$ cat src/rtl/key_filter_multi.sv
// key_filter_multi: N-channel key debouncer with press/release flags, long-press and auto-repeat pulses
module key_filter_multi #(
  parameter int KEY_NUM      = 4,
  parameter int ACTIVE_LEVEL = 0,
  parameter int FILTER_CYC   = 1_000_000,
  parameter int LONG_CYC     = 50_000_000,
  parameter int REPEAT_EN    = 1,
  parameter int REPEAT_CYC   = 10_000_000
) (
  input  logic               Clk,
  input  logic               Rst_n,
  input  logic [KEY_NUM-1:0] key_in,
  output logic [KEY_NUM-1:0] key_flag,
  output logic [KEY_NUM-1:0] key_state,
  output logic [KEY_NUM-1:0] key_long,
  output logic [KEY_NUM-1:0] key_rpt
);
  localparam int DW = FILTER_CYC > 1 ? $clog2(FILTER_CYC) : 1;
  localparam int HW = LONG_CYC > 1 ? $clog2(LONG_CYC) : 1;
  localparam int RW = REPEAT_CYC > 1 ? $clog2(REPEAT_CYC) : 1;
  localparam logic ACT = ACTIVE_LEVEL != 0;
  localparam logic [DW-1:0] DMAX = DW'(FILTER_CYC - 1);
  localparam logic [HW-1:0] HMAX = HW'(LONG_CYC - 1);
  localparam logic [RW-1:0] RMAX = RW'(REPEAT_CYC - 1);
  typedef enum logic [1:0] {IDLE, FILTER0, DOWN, FILTER1} state_t;
  for (genvar i = 0; i < KEY_NUM; i++) begin : g_ch
    logic [1:0] sync;
    logic act, rep, rep_n, flag, flag_n, state, state_n, lng, lng_n, rpt, rpt_n;
    state_t st, st_n;
    logic [DW-1:0] dcnt, dcnt_n;
    logic [HW-1:0] hcnt, hcnt_n;
    logic [RW-1:0] rcnt, rcnt_n;
    assign act = sync[1] == ACT;
    always_ff @(posedge Clk or negedge Rst_n)
      if (!Rst_n) begin
        sync  <= {2{~ACT}};
        st    <= IDLE;
        dcnt  <= '0;
        hcnt  <= '0;
        rcnt  <= '0;
        rep   <= 1'b0;
        flag  <= 1'b0;
        state <= 1'b1;
        lng   <= 1'b0;
        rpt   <= 1'b0;
      end else begin
        sync  <= {sync[0], key_in[i]};
        st    <= st_n;
        dcnt  <= dcnt_n;
        hcnt  <= hcnt_n;
        rcnt  <= rcnt_n;
        rep   <= rep_n;
        flag  <= flag_n;
        state <= state_n;
        lng   <= lng_n;
        rpt   <= rpt_n;
      end
    always_comb begin
      st_n    = st;
      dcnt_n  = dcnt;
      hcnt_n  = hcnt;
      rcnt_n  = rcnt;
      rep_n   = rep;
      flag_n  = 1'b0;
      state_n = state;
      lng_n   = 1'b0;
      rpt_n   = 1'b0;
      case (st)
        IDLE:
          if (act) begin
            st_n   = FILTER0;
            dcnt_n = '0;
          end
        FILTER0:
          if (!act) st_n = IDLE;
          else if (dcnt == DMAX) begin
            st_n    = DOWN;
            flag_n  = 1'b1;
            state_n = 1'b0;
            hcnt_n  = '0;
            rcnt_n  = '0;
            rep_n   = 1'b0;
          end else dcnt_n = dcnt + 1'b1;
        DOWN:
          if (!act) begin
            st_n   = FILTER1;
            dcnt_n = '0;
          end else if (!rep) begin
            if (hcnt == HMAX) begin
              lng_n  = 1'b1;
              rep_n  = 1'b1;
              rcnt_n = '0;
            end else hcnt_n = hcnt + 1'b1;
          end else if (REPEAT_EN != 0) begin
            rpt_n  = rcnt == RMAX;
            rcnt_n = rcnt == RMAX ? '0 : rcnt + 1'b1;
          end
        FILTER1:
          if (act) st_n = DOWN;
          else if (dcnt == DMAX) begin
            st_n    = IDLE;
            flag_n  = 1'b1;
            state_n = 1'b1;
            hcnt_n  = '0;
            rcnt_n  = '0;
            rep_n   = 1'b0;
          end else dcnt_n = dcnt + 1'b1;
        default: begin
          st_n    = IDLE;
          state_n = 1'b1;
          dcnt_n  = '0;
          hcnt_n  = '0;
          rcnt_n  = '0;
          rep_n   = 1'b0;
        end
      endcase
    end
    assign key_flag[i]  = flag;
    assign key_state[i] = state;
    assign key_long[i]  = lng;
    assign key_rpt[i]   = rpt;
  end
endmodule

$ cat config.mk
export PLATFORM = sky130hd
export DESIGN_NAME = key_filter_multi
export DESIGN_NICKNAME = d
export VERILOG_FILES = /design/src/rtl/key_filter_multi.sv
export SDC_FILE = /design/constraint.sdc
export NUM_CORES = 1
export LEC_CHECK = 0
export BUFFER_PORTS_ARGS = -buffer_cell sky130_fd_sc_hd__buf_2
export CAP_MARGIN = 10
export CORE_UTILIZATION = 40
export DETAILED_ROUTE_END_ITERATION = 7
export REMOVE_ABC_BUFFERS = 1
export SYNTH_ARGS = -nofsm -noshare
export SYNTH_HDL_FRONTEND = slang
export SYNTH_SLANG_ARGS = --single-unit
export TNS_END_PERCENT = 50
$ cat constraint.sdc
create_clock -name Clk -period 3.89 [get_ports Clk]
set_input_delay 0.1945 -clock Clk [delete_from_list [all_inputs] [get_ports Clk]]
set_output_delay 0.1945 -clock Clk [all_outputs]
set_load 0.05 [all_outputs]
==> results of run 1 <==
==> path summary, 6_finish.rpt <==
path	from	slack [ns]	cells past startpoint	end
min in group Clk	key_in[1]	0.28	2	g_ch[1].sync[0]
hold / removal	Rst_n	0.16	2	g_ch[1].lng
hold reg to reg	g_ch[0].sync[0]	0.35	0	g_ch[0].sync[1]
max in group asynchronous	Rst_n	2.57	3	g_ch[0].hcnt[22]
setup reg to reg	g_ch[3].st[0]	0.72	6	g_ch[3].hcnt[16]
setup / recovery	g_ch[3].st[0]	0.72	6	g_ch[3].hcnt[16]
==> layout by cell type (no fill, tap or decap), types with 12 or more instances in the layout <==
cell       count
or3_1         33
o31ai_1       72
ha_1          12
clkbuf_16     40
xor2_1        42
nor2b_1       19
nor4b_1       14
and3_1        45
a21oi_1       75
nand3_1      126
nor3_1        47
nand2_1      189
dfstp_2       12
nand4_1       76
and2_1        21
xnor2_1       53
buf_4         20
o41ai_1       21
nor2_1       193
o21ai_0      199
a31oi_1       51
buf_2         20
or4_1         18
dfrtp_1      304
nor4_1        33
and4_1        25
inv_1         39
==> area by class of cell <==
type                       count  share of cell area
multi-input combinational   1497               0.455
clock inverter                14             0.00983
tap                          539              0.0351
clock buffer                  57              0.0601
inverter                      40             0.00781
sequential                   316               0.412
timing repair buffer          50              0.0197
==> power groups by stage <==
stage                     Sequential (µW)  Combinational (µW)  Clock (µW)
after floorplan                      3400                54.3           0
final                                3350                 147        3770
after global routing                 3350                 175        4020
after detailed placement             3410                 148           0
after CTS                            3350                 152        3900
after global placement               3410                 146           0
==> critical path: cells and delay by family (launching register included) <==
family          cells  cell delay (ns)
compound gates      2             0.43
simple gates        4             2.17
flops               1             0.46
==> metrics by stage <==
| step | hold slack (ns) | cell area [µm²] | total power (µW) | utilization | std cells |
|---|---|---|---|---|---|
| floorplan | -0.101 | 16800 | 3450 | - | 1853 |
| global placement | 0.148 | 17800 | 3550 | 0.421 | 2434 |
| detailed placement | 0.149 | 17800 | 3560 | 0.421 | 2434 |
| CTS | 0.143 | 19200 | 7400 | 0.454 | 2510 |
| global route | 0.181 | 19200 | 7550 | 0.455 | 2513 |
| finish | 0.161 | 19200 | 7270 | 0.455 | 2513 |
==> cell families after synthesis <==
| kind of cell | synth area share |
|---|---|
| compound gates | 0.172 |
| fa+ha+maj | 0.00870 |
| simple gates | 0.273 |
| xor+xnor | 0.0482 |
| buf+inv | 0.0347 |
| flops | 0.459 |
| mux | 0.00406 |
==> registers in the layout, indices dropped and copies added, names as in the netlist, named ones only <==
| register | cells |
|---|---|
| g_ch.st | 4 |
| g_ch.sync | 8 |
| g_ch.lng | 4 |
| g_ch.rep | 4 |
| g_ch.dcnt | 80 |
| g_ch.hcnt | 104 |
| g_ch.rcnt | 96 |
| g_ch.rpt | 4 |
| g_ch.flag | 4 |
| g_ch.state | 4 |
==> metal layers <==
metal / global-route usage / wire length, µm / vias up
met5: 0 / 0 / -
met4: 0.0576 / 716 / 0
met3: 0.0260 / 1270 / 49
met2: 0.290 / 18100 / 233
met1: 0.258 / 19500 / 7063
li1: - / - / 7218
==> results.py, run 1 <==
metrics = {
    "die": {
        "initial_core_util": 0.409,
        "die_h_um": 210,
        "die_area_um2": 44000,
        "core_um2": 42200,
        "die_w_um": 210,
        "ioPinCount": 22,
        "rows": 75,
    },
    "clock_tree": {
        "clk_latency_ns": 0.56,
        "cts_root_buf": "clkbuf_16",
        "cts_setup_buffers": 0,
        "clock-sinks": 316,
        "cts_tree": "yes",
        "cts_resized": 0,
        "clock_path_buffers": 3,
        "hold_buffers": 5,
        "clk_pin_slew_ns": 0.06,
        "htreeDepth": 2,
        "cts_made_buffers": 39,
    },
    "synth": {
        "yosysTopAreaCell": "dfrtp_1",
        "ys.flop_type": "dfrtp_1",
        "netlist_top_cells_count": "dfrtp_1 (304), o21ai_0 (200), nor2_1 (193)",
        "ys.warnings.count": 0,
        "synth_cells": 1952,
        "netlist_top_cells_area": "dfrtp_1 (44%), o21ai_0 (5.8%), nor2_1 (4.2%)",
        "syn_area_um2": 17300,
        "synth-edff-count": 0,
        "avgSynthCellArea_um2": 8.84,
        "synth_cell_type_count": 74,
        "synth_seq_cells": 316,
        "synth.most_common_cell": "dfrtp_1",
        "synth_top_area_share": 0.441,
        "ys_seq_area_frac": 0.459,
        "synth-async-reset-ratio": 1.00,
    },
    "sta": {
        "min_period_ns": 3.17,
        "finalSetupTns_ns": 0,
        "finalHoldViolCount": 0,
        "min_period_over_period": 0.816,
        "rsz0062_at_grt": "false",
        "setup_ws_ns": 0.717,
        "slew_headroom": 0.216,
        "clock.fmax_mhz": 315,
        "clock_skew_ns": 0.0274,
        "slew_viol_final": 0,
        "worst_pin_slew_ns": 1.17,
        "setup-violations-final": 0,
    },
    "critical_path": {
        "worstPathArrival_ns": 3.61,
        "critical_path_class": "reg -> reg",
        "worst-path-max-fanout": 25,
        "max_stage_delay_ns": 0.81,
        "crit_chain": "nand2b_1 -> nor2_1 -> nor4b_1 -> or3_1 -> o21ai_0 -> a31o_2",
        "crit_path_end_kind": "flip-flop",
        "cp_data_required_time_ns": 4.33,
        "slowest_stage": "nor4b_1",
        "start_kind": "flip-flop",
    },
    "layout": {
        "register_area_um2": 7920,
        "syn_to_final_growth_pct": 11.4,
        "multi_input_area_um2": 8750,
        "drive_gt1_frac": 0.0755,
        "fillers": 4031,
        "layout.nets": 1962,
        "n_antenna_cell": 0,
    },
    "power_and_ir_drop": {
        "comb_power_share": 0.020,
        "power_switching_uw": 1580,
        "ir_drop_mv": 0.273,
        "p_int_uw": 5680,
        "power_frac_clock": 0.519,
        "powerDensity_nw_per_um2": 378,
        "p_leak_uw": 0.00777,
        "seq_power_share": 0.461,
        "switching_share": 0.218,
    },
    "detailed_routing": {
        "ant_nets": 0,
        "route.detailed.drc": 0,
        "via_per_inst": 5.80,
        "drt-total-wl_um": 39600,
        "num_vias": 14600,
        "post_drt_wl_per_cell_um": 15.7,
        "dr.pass1.iters": 6,
        "drt_iter0_drc": 1031,
    },
    "global_route": {
        "grt.overflow.total": 0,
        "track_usage": 0.183,
        "antenna_found_initial": 0,
        "grt_pass1_vias": 13900,
        "grt_pass1_wl_um": 68300,
        "grt_max_degree": 143,
    },
    "status": {
        "status": "finished, final reports clean",
    },
    "hold_path": {
        "hold_path.class": "in -> async",
    },
    "job": {
        "max_cap_violations": 0,
    },
    "placement": {
        "preCtsSetupSlack_ns": 0.731,
        "gp_congestion": 0.832,
        "portBuffers": 21,
        "dp_hpwl_um": 25700,
    },
}
(Power assumes the default switching activity.)
==> run 2: changes to the inputs <==
--- a/config.mk
+++ b/config.mk
@@ -5,6 +5,7 @@
 export SDC_FILE = /design/constraint.sdc
 export NUM_CORES = 1
 export LEC_CHECK = 0
+export ABC_AREA = 1
 export BUFFER_PORTS_ARGS = -buffer_cell sky130_fd_sc_hd__buf_2
 export CAP_MARGIN = 10
 export CORE_UTILIZATION = 40
==> constraint.sdc (replaced) <==
create_clock -name Clk -period 2.96 [get_ports Clk]
set_input_delay 0.148 -clock Clk [delete_from_list [all_inputs] [get_ports Clk]]
set_output_delay 0.148 -clock Clk [all_outputs]
set_load 0.05 [all_outputs]
==> results.py, run 2 <==
metrics = {
    "clock_tree": {
        "cts_setup_buffers": 0,
        "clk_pin_slew_ns": 0.06,
        "cts_resized": 0,
        "cts_tree": "yes",
        "cts_made_buffers": 40,
        "clk_latency_ns": 0.57,
        "clock_path_buffers": 3,
        "cts_root_buf": "clkbuf_16",
        "hold_buffers": 5,
        "clock-sinks": 316,
        "htreeDepth": 2,
    },
    "global_route": {
        "track_usage": 0.196,
        "grt_pass1_vias": 18300,
        "grt.overflow.total": 0,
        "grt_pass1_wl_um": 89300,
        "grt_max_degree": 82,
        "antenna_found_initial": 0,
    },
    "critical_path": {
        "critPathMostFrequentCell": "nor2_4",
        "crit_chain": "ha_1 -> inv_1 -> nor2_4 -> nand3_2 -> nand2_1 -> nand2_2 -> nor2_4 -> o21ai_0",
        "cp_data_required_time_ns": 3.37,
        "crit_path_end_kind": "flip-flop",
        "crit_path_start": "g_ch[2].dcnt[0]",
        "critical_path_buf_inv_count": 1,
        "r2r_setup_slack_ns": 0.60,
        "cp_top_family": "simple AND/OR/NAND/NOR gates",
        "start_kind": "flip-flop",
        "max_stage_delay_ns": 0.63,
        "worst-path-max-fanout": 39,
        "slowest_stage": "nor2_4",
        "critical_path_class": "reg -> reg",
        "worstPathArrival_ns": 2.77,
        "rr_startpoint": "g_ch[2].dcnt[0]",
    },
    "layout": {
        "max_flop_register": "g_ch.hcnt",
        "final_util": 0.443,
        "fillers": 5482,
        "n_antenna_cell": 0,
        "layout_commonest_cell": "nand2_1",
        "reg_top3": "g_ch.hcnt: 104 flops, g_ch.rcnt: 96 flops, g_ch.dcnt: 80 flops",
        "syn_to_final_growth_pct": 9.41,
        "drive_gt1_frac": 0.0783,
        "largest_reg_flops": 104,
        "final_cells": 3956,
        "layout.nets": 3256,
        "layout_common_cells": "nand2_1 (1099), nor2_1 (512), dfrtp_1 (304), inv_1 (294), nand3_1 (273)",
    },
    "job": {
        "max_cap_violations": 0,
    },
    "sta": {
        "min_period_ns": 2.36,
        "clock_skew_ns": 0.0208,
        "slew_viol_final": 0,
        "clock.fmax_mhz": 424,
        "worst_pin_slew_ns": 0.793,
        "slew_headroom": 0.470,
        "finalSetupTns_ns": 0,
        "finalHoldViolCount": 0,
        "min_period_over_period": 0.797,
        "rsz0062_at_grt": "false",
        "setup-violations-final": 0,
    },
    "synth": {
        "yosysTopAreaCell": "dfrtp_1",
        "synth_cells": 3243,
        "ys.warnings.count": 0,
        "netlist_top_cells_count": "nand2_1 (1099), nor2_1 (512), dfrtp_1 (304)",
        "avgSynthCellArea_um2": 6.56,
        "synth_seq_cells": 316,
        "synth_cell_type_count": 46,
        "ys_seq_area_frac": 0.372,
        "synth.most_common_cell": "nand2_1",
        "ys.flop_type": "dfrtp_1",
        "synth_top_area_share": 0.358,
        "synth-edff-count": 0,
        "syn_area_um2": 21300,
        "netlist_top_cells_area": "dfrtp_1 (36%), nand2_1 (19%), nor2_1 (9.0%)",
        "synth-async-reset-ratio": 1.00,
    },
    "detailed_routing": {
        "num_vias": 19500,
        "post_drt_wl_per_cell_um": 13.1,
        "drt_iter0_drc": 1357,
        "drt-total-wl_um": 51700,
        "route.detailed.drc": 0,
        "dr.pass1.iters": 5,
        "ant_nets": 0,
        "via_per_inst": 4.93,
    },
    "hold_path": {
        "hold_path.class": "in -> async",
    },
    "power_and_ir_drop": {
        "power_frac_clock": 0.518,
        "switching_share": 0.237,
        "p_int_uw": 7520,
        "power_switching_uw": 2330,
        "ir_drop_mv": 0.389,
        "p_leak_uw": 0.00965,
        "powerDensity_nw_per_um2": 424,
        "seq_power_share": 0.448,
        "comb_power_share": 0.035,
    },
    "die": {
        "die_w_um": 233,
        "rows": 84,
        "ioPinCount": 22,
        "die_h_um": 233,
        "initial_core_util": 0.405,
        "die_area_um2": 54100,
        "core_um2": 52600,
    },
    "placement": {
        "gp_congestion": 0.922,
        "dp_cells": 3879,
        "portBuffers": 21,
        "dp_hpwl_um": 36800,
    },
    "status": {
        "status": "finished, final reports clean",
    },
}
-- run 2: cell type report --
class	instances	area [µm²]	area share
multi-input cells	2502	11500	0.494
flip-flops and latches	316	7920	0.340
inverters	329	1230	0.0531
clock buffers	53	1140	0.0491
well taps	688	861	0.0370
repair buffers	49	388	0.0167
clock inverters	19	231	0.00995
-- run 2: worst paths after layout --
path / end / cells past startpoint
max: g_ch[2].hcnt[11] / 8
min reg2reg: g_ch[1].sync[1] / 0
max reg2reg: g_ch[2].hcnt[11] / 8
min: g_ch[3].dcnt[7] / 2
min in group Clk: g_ch[0].sync[0] / 2
max in group asynchronous: g_ch[2].state / 3
-- run 2: kinds of logic (layout without fill, tap and decap cells) --
kind of cell,Yosys count,count (layout),synth area share
and+or+nand+nor,2147,2147,0.428
buffers and inverters,425,450,0.0872
DFF,316,316,0.372
AOI/OAI and AO/OA,244,244,0.0642
xor gates and xnor gates,99,99,0.0408
adders and majority gates,12,12,0.00706
-- run 2: metal layers --
metal	vias to the layer above	wire length, µm	global-route usage
li1	10300	-	-
met1	8793	25500	0.271
met2	343	23000	0.315
met3	79	2130	0.0311
met4	0	991	0.0498
met5	-	0	0
-- run 2: through the flow --
stage	hold slack (ns)	setup WS [ns]	instance area [µm²]	total power [µW]
final	0.166	0.600	23300	9860
after global routing	0.216	0.330	23300	10300
after CTS	0.192	0.614	23300	10000
after detailed placement	0.203	0.619	21800	4840
after global placement	0.206	0.696	21800	4830
after floorplan	-0.148	0.712	20600	4640
-- run 2: power by group through the flow --
| stage | Combinational, µW | Sequential (µW) | Clock (µW) |
|---|---|---|---|
| floorplan | 147 | 4490 | 0 |
| global placement | 346 | 4490 | 0 |
| detailed placement | 345 | 4490 | 0 |
| CTS | 354 | 4410 | 5260 |
| global route | 398 | 4420 | 5440 |
| finish | 340 | 4410 | 5100 |
-- run 2: worst reg2reg max path, cell delays in order, from the launching register on --
cell and delay (ns):
dfrtp_1 0.42, ha_1 0.29, inv_1 0.12, nor2_4 0.23, nand3_2 0.14, nand2_1 0.12
nand2_2 0.08, nor2_4 0.63, o21ai_0 0.20
==> run 3: changes to the inputs <==
==> constraint.sdc (replaced) <==
create_clock -name Clk -period 2.34 [get_ports Clk]
set_input_delay 0.117 -clock Clk [delete_from_list [all_inputs] [get_ports Clk]]
set_output_delay 0.117 -clock Clk [all_outputs]
set_load 0.05 [all_outputs]
==> results.py, run 3 (same netlist as run 2, synthesis figures left out) <==
metrics = {
    "status": {
        "status": "finished, final reports clean",
    },
    "power_and_ir_drop": {
        "powerDensity_nw_per_um2": 544,
        "power.total_uw": 12900,
        "seq_power_share": 0.433,
        "ir_drop_mv": 0.469,
        "comb_power_share": 0.036,
        "p_int_uw": 9920,
        "p_leak_uw": 0.00987,
        "power_switching_uw": 2960,
        "power_frac_clock": 0.531,
        "switching_share": 0.230,
    },
    "clock_tree": {
        "htreeDepth": 2,
        "clk_latency_ns": 0.56,
        "cts_setup_buffers": 0,
        "clock_path_buffers": 3,
        "clock-sinks": 316,
        "cts_root_buf": "clkbuf_16",
        "clk_pin_slew_ns": 0.06,
        "cts_tree": "yes",
        "cts_made_buffers": 41,
    },
    "detailed_routing": {
        "route.detailed.drc": 0,
        "via_per_inst": 4.94,
        "drt-total-wl_um": 51900,
        "dr.pass1.iters": 5,
        "num_vias": 19700,
        "ant_nets": 0,
        "post_drt_wl_per_cell_um": 13.0,
        "drt_iter0_drc": 1427,
    },
    "die": {
        "die_h_um": 233,
        "ioPinCount": 22,
        "die_w_um": 233,
        "initial_core_util": 0.405,
        "die_area_um2": 54100,
        "rows": 84,
        "core_um2": 52600,
    },
    "layout": {
        "fin_area_um2": 23700,
        "drive_gt1_frac": 0.0885,
        "largest_reg_flops": 104,
        "layout_common_cells": "nand2_1 (1099), nor2_1 (512), dfrtp_1 (304), inv_1 (294), nand3_1 (273)",
        "max_flop_register": "g_ch.hcnt",
        "n_antenna_cell": 0,
        "layout_commonest_cell": "nand2_1",
        "reg_top3": "g_ch.hcnt: 104 flops, g_ch.rcnt: 96 flops, g_ch.dcnt: 80 flops",
        "syn_to_final_growth_pct": 11.2,
        "layout.nets": 3286,
    },
    "sta": {
        "finalSetupTns_ns": 0,
        "finalHoldViolCount": 0,
        "whs_ns": 0.139,
        "clock.fmax_mhz": 478,
        "slew_headroom": 0.509,
        "setup-violations-final": 0,
        "clock_skew_ns": 0.0146,
        "min_period_ns": 2.09,
        "rsz0062_at_grt": "false",
        "slew_viol_final": 0,
        "worst_pin_slew_ns": 0.737,
        "min_period_over_period": 0.894,
    },
    "critical_path": {
        "cp_data_required_time_ns": 2.78,
        "slowest_stage": "dfrtp_1",
        "critPathMostFrequentCell": "nand3_1",
        "crit_path_end_kind": "flip-flop",
        "critical_path_class": "reg -> reg",
        "worstPathArrival_ns": 2.53,
        "worst-path-max-fanout": 8,
        "start_kind": "flip-flop",
        "cp_top_family": "simple AND/OR/NAND/NOR gates",
        "crit_chain": "ha_1 -> inv_1 -> nor2_4 -> buf_4 -> nand3_1 -> nor2_1 -> nand3_1 -> nand2_2 -> inv_2 -> nand3_1 -> o21ai_0",
        "critical_path_buf_inv_count": 3,
        "max_stage_delay_ns": 0.42,
    },
    "global_route": {
        "grt.overflow.total": 0,
        "grt_pass1_vias": 18100,
        "grt_pass1_wl_um": 89200,
        "antenna_found_initial": 0,
        "track_usage": 0.195,
        "grt_max_degree": 84,
    },
    "placement": {
        "gp_congestion": 0.908,
        "dp_hpwl_um": 37300,
        "place_area_um2": 22100,
        "portBuffers": 21,
    },
    "hold_path": {
        "hold_path.class": "in -> async",
    },
    "job": {
        "max_cap_violations": 0,
    },
}
## run 3: timing repair
action / 4_1_cts / 5_1_grt
hold endpoints to repair: 73 / 0
hold buffers: 5 / 0
resized for setup: 0 / 2
setup endpoints to repair: 0 / 35
## run 3: path summary, 6_finish.rpt
path | startpoint | slack, ns | to | cells past startpoint
max | g_ch[2].dcnt[0] | 0.25 | g_ch[2].dcnt[6] | 11
min | Rst_n | 0.14 | g_ch[3].dcnt[16] | 2
max reg2reg | g_ch[2].dcnt[0] | 0.25 | g_ch[2].dcnt[6] | 11
min reg2reg | g_ch[1].sync[0] | 0.35 | g_ch[1].sync[1] | 0
max in group asynchronous | Rst_n | 1.33 | g_ch[2].state | 3
min in group Clk | key_in[1] | 0.20 | g_ch[1].sync[0] | 2
## run 3: area by class of cell
type	instances	area (µm²)
fillers	5458	28900
multi-input cells	2503	11500
flip-flops and latches	316	7920
inverters	329	1230
clock buffers	54	1200
well taps	688	861
repair buffers	77	648
clock inverters	22	287
## run 3: power groups by stage
stage	clock [µW]	combinational [µW]	sequential, µW
2_1_floorplan	0	186	5680
6_report	6830	465	5580
5_1_grt	7270	537	5590
4_1_cts	7080	479	5580
3_5_place_dp	0	468	5680
3_3_place_gp	0	470	5670
## run 3: per-stage QoR
stage,setup WS (ns),cells,util
after floorplan,0.0923,3147,-
after detailed placement,0.109,3907,0.421
after global placement,0.203,3907,0.421
final,0.248,3989,0.450
after global routing,0.0372,3989,0.450
after CTS,0.103,3988,0.450
## run 3: routing by layer
layer / up-vias / global-route usage / share of wire
li1: 10300 / - / -
met1: 8946 / 0.279 / 0.49
met2: 351 / 0.309 / 0.45
met3: 59 / 0.0245 / 0.040
met4: 0 / 0.0529 / 0.018
met5: - / 0 / 0
